## config.mk

```make
export PLATFORM = sky130hd
export DESIGN_NAME = seg_scan_mux
export DESIGN_NICKNAME = d
export VERILOG_FILES = /design/src/rtl/seg_pkg.sv /design/src/rtl/bcd_to_seg.sv /design/src/rtl/seg_scan_mux.sv
export SDC_FILE = /design/constraint.sdc
export NUM_CORES = 1
export LEC_CHECK = 0
export BUFFER_PORTS_ARGS = -buffer_cell sky130_fd_sc_hd__buf_2
export CAP_MARGIN = 20
export CORE_ASPECT_RATIO = 1.1
export CORE_MARGIN = 4
export CORE_UTILIZATION = 25
export CTS_BUF_LIST = sky130_fd_sc_hd__clkbuf_4 sky130_fd_sc_hd__clkbuf_8
export DETAILED_ROUTE_END_ITERATION = 8
export SLEW_MARGIN = 30
export SYNTH_ARGS = -nofsm -noshare
export SYNTH_HDL_FRONTEND = slang
export SYNTH_HIERARCHICAL = 1
export SYNTH_SLANG_ARGS = --single-unit
```

## constraint.sdc

```tcl
create_clock -name clk -period 2.84 [get_ports clk]
set_clock_uncertainty 0.15 [all_clocks]
set_input_delay 0.284 -clock clk [delete_from_list [all_inputs] [get_ports clk]]
set_output_delay 0.284 -clock clk [all_outputs]
set_load 0.01 [all_outputs]
```

## src/rtl/seg_pkg.sv

```systemverilog
// Shared constants and types for the multiplexed 7-segment display driver.
// Segment codes are active-low, ordered {g,f,e,d,c,b,a}.
package seg_pkg;

    localparam int unsigned NUM_DIGITS = 4;

    typedef logic [1:0] digit_idx_t;

    localparam logic [6:0] SEG_0    = 7'b1000000;
    localparam logic [6:0] SEG_1    = 7'b1111001;
    localparam logic [6:0] SEG_2    = 7'b0100100;
    localparam logic [6:0] SEG_3    = 7'b0110000;
    localparam logic [6:0] SEG_4    = 7'b0011001;
    localparam logic [6:0] SEG_5    = 7'b0010010;
    localparam logic [6:0] SEG_6    = 7'b0000010;
    localparam logic [6:0] SEG_7    = 7'b1111000;
    localparam logic [6:0] SEG_8    = 7'b0000000;
    localparam logic [6:0] SEG_9    = 7'b0010000;
    localparam logic [6:0] SEG_DASH = 7'b0111111;
    localparam logic [6:0] SEG_OFF  = 7'b1111111;

endpackage

```

## src/rtl/bcd_to_seg.sv

```systemverilog
// Combinational BCD to active-low 7-segment decoder; non-BCD codes show a dash.
module bcd_to_seg
    import seg_pkg::*;
(
    input  logic [3:0] bcd,
    output logic [6:0] seg
);

    always_comb begin
        seg = SEG_DASH;
        case (bcd)
            4'd0: seg = SEG_0;
            4'd1: seg = SEG_1;
            4'd2: seg = SEG_2;
            4'd3: seg = SEG_3;
            4'd4: seg = SEG_4;
            4'd5: seg = SEG_5;
            4'd6: seg = SEG_6;
            4'd7: seg = SEG_7;
            4'd8: seg = SEG_8;
            4'd9: seg = SEG_9;
            default: seg = SEG_DASH;
        endcase
    end

endmodule

```

## src/rtl/seg_scan_mux.sv

```systemverilog
// Time-multiplexed scan driver for a 4-digit active-low 7-segment display.
// Define LZ_BLANK_EN to blank leading zeros on the upper three digits.
module seg_scan_mux
    import seg_pkg::*;
#(
    parameter int unsigned DIV_CYCLES = 100000
) (
    input  logic                  clk,
    input  logic                  reset,
    input  logic [3:0]            ones,
    input  logic [3:0]            tens,
    input  logic [3:0]            hundreds,
    input  logic [3:0]            thousands,
    input  logic                  in_valid,
    output logic [NUM_DIGITS-1:0] an,
    output logic [6:0]            seg,
    output logic                  dp,
    output logic                  frame_done
);

    localparam int unsigned      CNT_W    = (DIV_CYCLES > 2) ? $clog2(DIV_CYCLES) : 1;
    localparam logic [CNT_W-1:0] CNT_LAST = CNT_W'(DIV_CYCLES - 1);

    logic [CNT_W-1:0]      cnt_q;
    digit_idx_t            idx_q;
    logic [15:0]           shadow_q;
    logic [15:0]           disp_q;
    logic                  tick;
    logic                  wrap;
    logic [3:0]            sel_bcd;
    logic [6:0]            dec_seg;
    logic [NUM_DIGITS-1:0] an_d;
    logic [6:0]            seg_d;

    assign tick = (cnt_q == CNT_LAST);
    assign wrap = tick && (idx_q == digit_idx_t'(NUM_DIGITS - 1));
    assign dp   = 1'b1;

    always_comb begin
        sel_bcd = disp_q[3:0];
        case (idx_q)
            2'd0:    sel_bcd = disp_q[3:0];
            2'd1:    sel_bcd = disp_q[7:4];
            2'd2:    sel_bcd = disp_q[11:8];
            default: sel_bcd = disp_q[15:12];
        endcase
    end

    bcd_to_seg u_bcd_to_seg (
        .bcd (sel_bcd),
        .seg (dec_seg)
    );

`ifdef LZ_BLANK_EN
    logic lead_blank;

    // A slot blanks only when it and every more significant digit are zero.
    always_comb begin
        lead_blank = 1'b0;
        case (idx_q)
            2'd3:    lead_blank = (disp_q[15:12] == 4'd0);
            2'd2:    lead_blank = (disp_q[15:8] == 8'd0);
            2'd1:    lead_blank = (disp_q[15:4] == 12'd0);
            default: lead_blank = 1'b0;
        endcase
    end
`endif

    always_comb begin
        an_d  = ~(NUM_DIGITS'(1) << idx_q);
        seg_d = dec_seg;
`ifdef LZ_BLANK_EN
        if (lead_blank) begin
            an_d  = '1;
            seg_d = SEG_OFF;
        end
`endif
    end

    // Display only reloads at frame wrap, so a lit digit never changes mid-frame.
    always_ff @(posedge clk) begin
        if (reset) begin
            cnt_q      <= '0;
            idx_q      <= '0;
            shadow_q   <= '0;
            disp_q     <= '0;
            frame_done <= 1'b0;
            an         <= '1;
            seg        <= SEG_OFF;
        end else begin
            cnt_q <= tick ? '0 : cnt_q + 1'b1;
            if (tick) begin
                idx_q <= idx_q + 1'b1;
            end
            if (in_valid) begin
                shadow_q <= {thousands, hundreds, tens, ones};
            end
            if (wrap) begin
                disp_q <= shadow_q;
            end
            frame_done <= wrap;
            an         <= an_d;
            seg        <= seg_d;
        end
    end

endmodule

```

# After elaboration in Yosys (flattened, before gate mapping)
# Memories as Yosys holds them, arrays and structs flattened. A register that Yosys moved wholly into a read port is not among the register bits.
# Cells that the tools add are included.
# Widths: inputs -> output; s select.
[word_totals]
wordCells = 19
register_bits = 56
memories = 1
inputBits = 19
rom_bits = 112
[op_classes]
n_mux = 1
n_reduce_logical = 3
n_shift = 1
add_sub_neg = 2
n_eq_ne = 4
bitwise = 1
[mem_list]
columns = ["memory", "words", "width", "rd", "rd_clocked_by_memory_dff", "wr", "line", "rtl"]
rows = [
  ["(no name shown)", 16, 7, 1, 1, 0, "bcd_to_seg.sv:11", "case (bcd)"],
]
[op_table]
columns = ["op", "count"]
rows = [
  ["$add 17x1->17 const B", 1],
  ["$eq 17x17->1 const B", 1],
  ["$pmux 4 s3", 1],
  ["$eq 2x2->1 const B", 2],
  ["$not 4->4", 1],
  ["$shl 1x2->4 const A", 1],
  ["$add 2x1->2 const B", 1],
  ["$eq 2x1->1 const B", 1],
  ["$logic_not 2->1", 1],
  ["$reduce_or 2->1", 1],
  ["$logic_and 1x1->1", 1],
]

# Depth between registers and ports, before layout
[logic_depth]
word_depth = 2
mapped_depth = 9
mapped_depth_nobuf = 9

# Hierarchy
# Netlist, hierarchy kept.
[modules_own_cells]
columns = ["mod", "n_inst", "cells_each", "area_per_inst_um2"]
rows = [
  ["seg_scan_mux", 1, 274, 2586.2],
  ["bcd_to_seg", 1, 31, 224.0],
]

# Least setup slack after synthesis
# Ideal clock, no wire load.
[synth_timing]
path_kind = "reg-to-reg"
from = "reg idx_q[1]"
to = "reg seg[3]"
slack_ns = 0.562
setup_time_ns = 0.123
arrival_ns = 2.005
stages_incl_launch_ff = 9
t_required_ns = 2.567
path_cell_list = "dfxtp_1 -> ha_1 -> buf_1 -> mux2i_1 -> inv_1 -> ha_1 -> and3b_1 -> a21oi_1 -> or2_2"
[synth_between]
elab_chain_cells = 2
word_cells_on_any_way = 4
classes_between = "eq/ne: 2; mux: 1; reduce/logical: 1"
[synth_rtl]
columns = ["item", "line", "rtl"]
rows = [
  ["start, declared", "seg_scan_mux.sv:25", "digit_idx_t idx_q;"],
  ["start signal, assigned", "seg_scan_mux.sv:93", "idx_q <= idx_q + 1'b1;"],
  ["$eq 2x2->1, or another cell as far along", "seg_scan_mux.sv:41", "case (idx_q)"],
  ["$pmux 4 s3 *", "seg_scan_mux.sv:41", ""],
  ["net sel_bcd[1]", "seg_scan_mux.sv:30", "logic [3:0] sel_bcd;"],
  ["end, declared", "seg_scan_mux.sv:16", "output logic [6:0] seg,"],
]
# Mark *: on every way through the listed nets, which the timed path passes. The rest lies on a longest branch.
# A chain may end at the register's enable or synchronous reset.

# Worst setup path in the final report
[layout_timing]
from = "reg idx_q[0]"
to = "reg seg[3]"
# The elaborated chain is that of the path after synthesis.

==> impl_metrics.toml <==
[route]
route.detailed.drc = 0
via_per_inst = 4.37
wl_um = 5600
first_pass_iters = 4
drtIter0Drc = 125
ant_nets = 0
vias = 2086
wl_per_cell_um = 11.7

[cts]
htree_levels = 3
numCtsBuffers = 9
path_clk_slew_ps = 70
cts_tree = "yes"
cts-resized-gates = 0
post-cts-setup-buffer-count = 0
numClockSinks = 63
root_buffer = "clkbuf_8"
cts_hold_buf = 0
clockBufferDepth = 2
clk_latency_ps = 330

[placed_design]
gp_congestion = 0.815
numPortBuffers = 30
dp_hpwl_um = 4000
dpl_worst_slack_ps = 328

[synthesis]
synth_largest_area_cell = "dfxtp_1"
synth_area_leaders = "dfxtp_1 45%, mux2i_1 7.5%, ha_1 4.9%"
yosysMostFrequentCell = "dfxtp_1"
netlist_area_um2 = 2810
synth_warnings = 6
synthAdderAreaFrac = 0.0490
yosysUniqueCellTypes = 42
synthSimpleGateAreaFrac = 0.216
synth.mux.area_fraction = 0.0748
syn_inst = 305
synth-compound-area-share = 0.0895
synth_top_family_by_area = "simple AND/OR/NAND/NOR gates"
synth-main-ff-cell = "dfxtp_1"
synth_area_per_cell_um2 = 9.21
synth-edff-count = 0
synth_commonest_cells = "63 x dfxtp_1, 35 x nor2_1, 22 x nand4_1"
synth-async-reset-ratio = 0
yosysSeqAreaShare = 0.449
synth_xor_area_frac = 0.0499
ys_ff_latch = 63
syn_nets = 335
yosys.area.top_type_share = 0.449

[timing]
rsz0062_at_grt = "false"
fin_crit_sh = 0.885
relSlewSlack = 0.381
slew_viol_final = 0
finalSetupViolations = 0
totalNegativeSetupSlack_ps = 0
finalCriticalPeriod_ps = 2510
hold_viol_final = 0
worst_pin_slew_ps = 903
setup_slack_ps = 327
clock.fmax_mhz = 398

[worst_setup_path]
path_cells = "inv_1 -> ha_1 -> a222oi_1 -> mux2i_1 -> inv_1 -> ha_1 -> and3b_1 -> a21oi_1 -> or2_2"
crit_path_start_kind = "flip-flop"
critical_path_class = "flip-flop to flip-flop"
cp.required_ps = 2910
cp.arrival_ps = 2590
crit_fanout = 7
slowest_delay_ps = 440
cp-end-kind = "flip-flop"
crit_path_top_delay_cell = "mux2i_1"

[finish]
fillers = 1132
drive_above_1_share = 0.191
utilization = 0.298
synthToLayoutAreaGrowth_pct = 16.4
insertedDiodeCount = 0
nNetsFinal = 355

[power]
switching_share = 0.196
p_int_w = 0.00154
p_switching_w = 0.000375
comb_power_share = 0.037
p_seq_frac = 0.479
pwr_density_cell_nw_per_um2 = 586
clock_power_share = 0.483
leakagePower_nw = 1.22
irDropWorstVdd_uv = 217

[global_route]
first_global_vias = 2050
antenna_found_initial = 1
gr-usage-met2 = 0.146
grtUsageTotal = 0.0941
grt_overflow = 0
grt_max_degree = 46
met3_usage = 0.0358
use_met1 = 0.116
busiest_layer = "met2"
grt_pass1_wl_um = 9760

[status]
outcome = "finished clean"

[die]
initial_core_util = 0.256
rows = 40
io_pins = 32
coreArea_um2 = 11000
fp.dieH_um = 119
die-area_um2 = 13000
dieWidth_um = 109

[min_path]
hp-class = "primary input to flip-flop"

[job]
maxCapViolCount = 0
[registers in the layout (all words and copies together) (netlist names)]
register,count
an,4
cnt_q,17
disp_q,16
frame_done,1
idx_q,2
seg,7
shadow_q,16
[logic make-up (layout without fill, tap and decap cells)]
group,after synthesis,count (layout)
compound gates,45,45
buf+inv,38,63
fa+ha+maj,11,11
mux,21,21
xor+xnor,16,16
other cells,1,1
simple gates,110,110
flops,63,63
[metal layers]
metal | wire, µm | up-vias
li1 | - | 1094
met1 | 2510 | 947
met2 | 2680 | 36
met3 | 324 | 7
met4 | 77 | 2
met5 | 7 | -
[layout by cell type, fill, tap and decap left out, types with 11 or more instances in the layout]
cell      count
dfxtp_1      63
nor2_1       35
buf_2        30
nand4_1      22
mux2i_1      21
a21oi_1      21
clkbuf_8     13
inv_1        12
xnor2_1      12
ha_1         11
[power groups by stage]
stage | clock network (W) | logic [W] | registers [W]
2_1_floorplan | 0 | 0.0000502 | 0.000937
3_3_place_gp | 0 | 0.0000722 | 0.000938
3_5_place_dp | 0 | 0.0000733 | 0.000938
4_1_cts | 0.000954 | 0.0000735 | 0.000918
5_1_grt | 0.000995 | 0.0000818 | 0.000920
6_report | 0.000926 | 0.0000714 | 0.000918
[final timing paths]
| kind | slack [ps] | from | cells past startpoint | endpoint |
|---|---|---|---|---|
| setup reg to reg | 330 | idx_q[0]$_SDFFE_PP0N_ | 9 | seg[3]$_SDFF_PP1_ |
| setup / recovery | 330 | idx_q[0]$_SDFFE_PP0N_ | 9 | seg[3]$_SDFF_PP1_ |
| hold reg to reg | 320 | cnt_q[0]$_SDFF_PP0_ | 1 | cnt_q[0]$_SDFF_PP0_ |
| hold / removal | 40 | tens[0] | 3 | shadow_q[4]$_SDFFE_PP0P_ |
[area by class of cell]
class / instances / area, µm² / share of cell area
timing repair buffer: 34 / 180 / 0.0551
clock buffer: 14 / 186 / 0.0570
tap: 147 / 184 / 0.0562
multi-input combinational: 204 / 1350 / 0.413
inverter: 13 / 48.8 / 0.0149
clock inverter: 2 / 60.1 / 0.0184
sequential: 63 / 1260 / 0.386
[metrics by stage]
| step | instances | power (W) | cell area [µm²] | hold slack (ps) |
|---|---|---|---|---|
| after floorplan | 305 | 0.000987 | 2810 | 280 |
| after global placement | 461 | 0.00101 | 3020 | 296 |
| after detailed placement | 461 | 0.00101 | 3020 | 316 |
| after CTS | 477 | 0.00195 | 3270 | 18.2 |
| after global routing | 477 | 0.00200 | 3270 | 36.5 |
| final | 477 | 0.00192 | 3270 | 37.4 |
[worst max-delay path, delay by kind of cell (launching register included)]
kind / cells / cell delay [ps]
mux: 1 / 440
simple gates: 2 / 420
fa+ha+maj: 2 / 590
compound gates: 2 / 170
buf+inv: 2 / 290
flops: 1 / 340
Power figures use the tool's default switching activity.
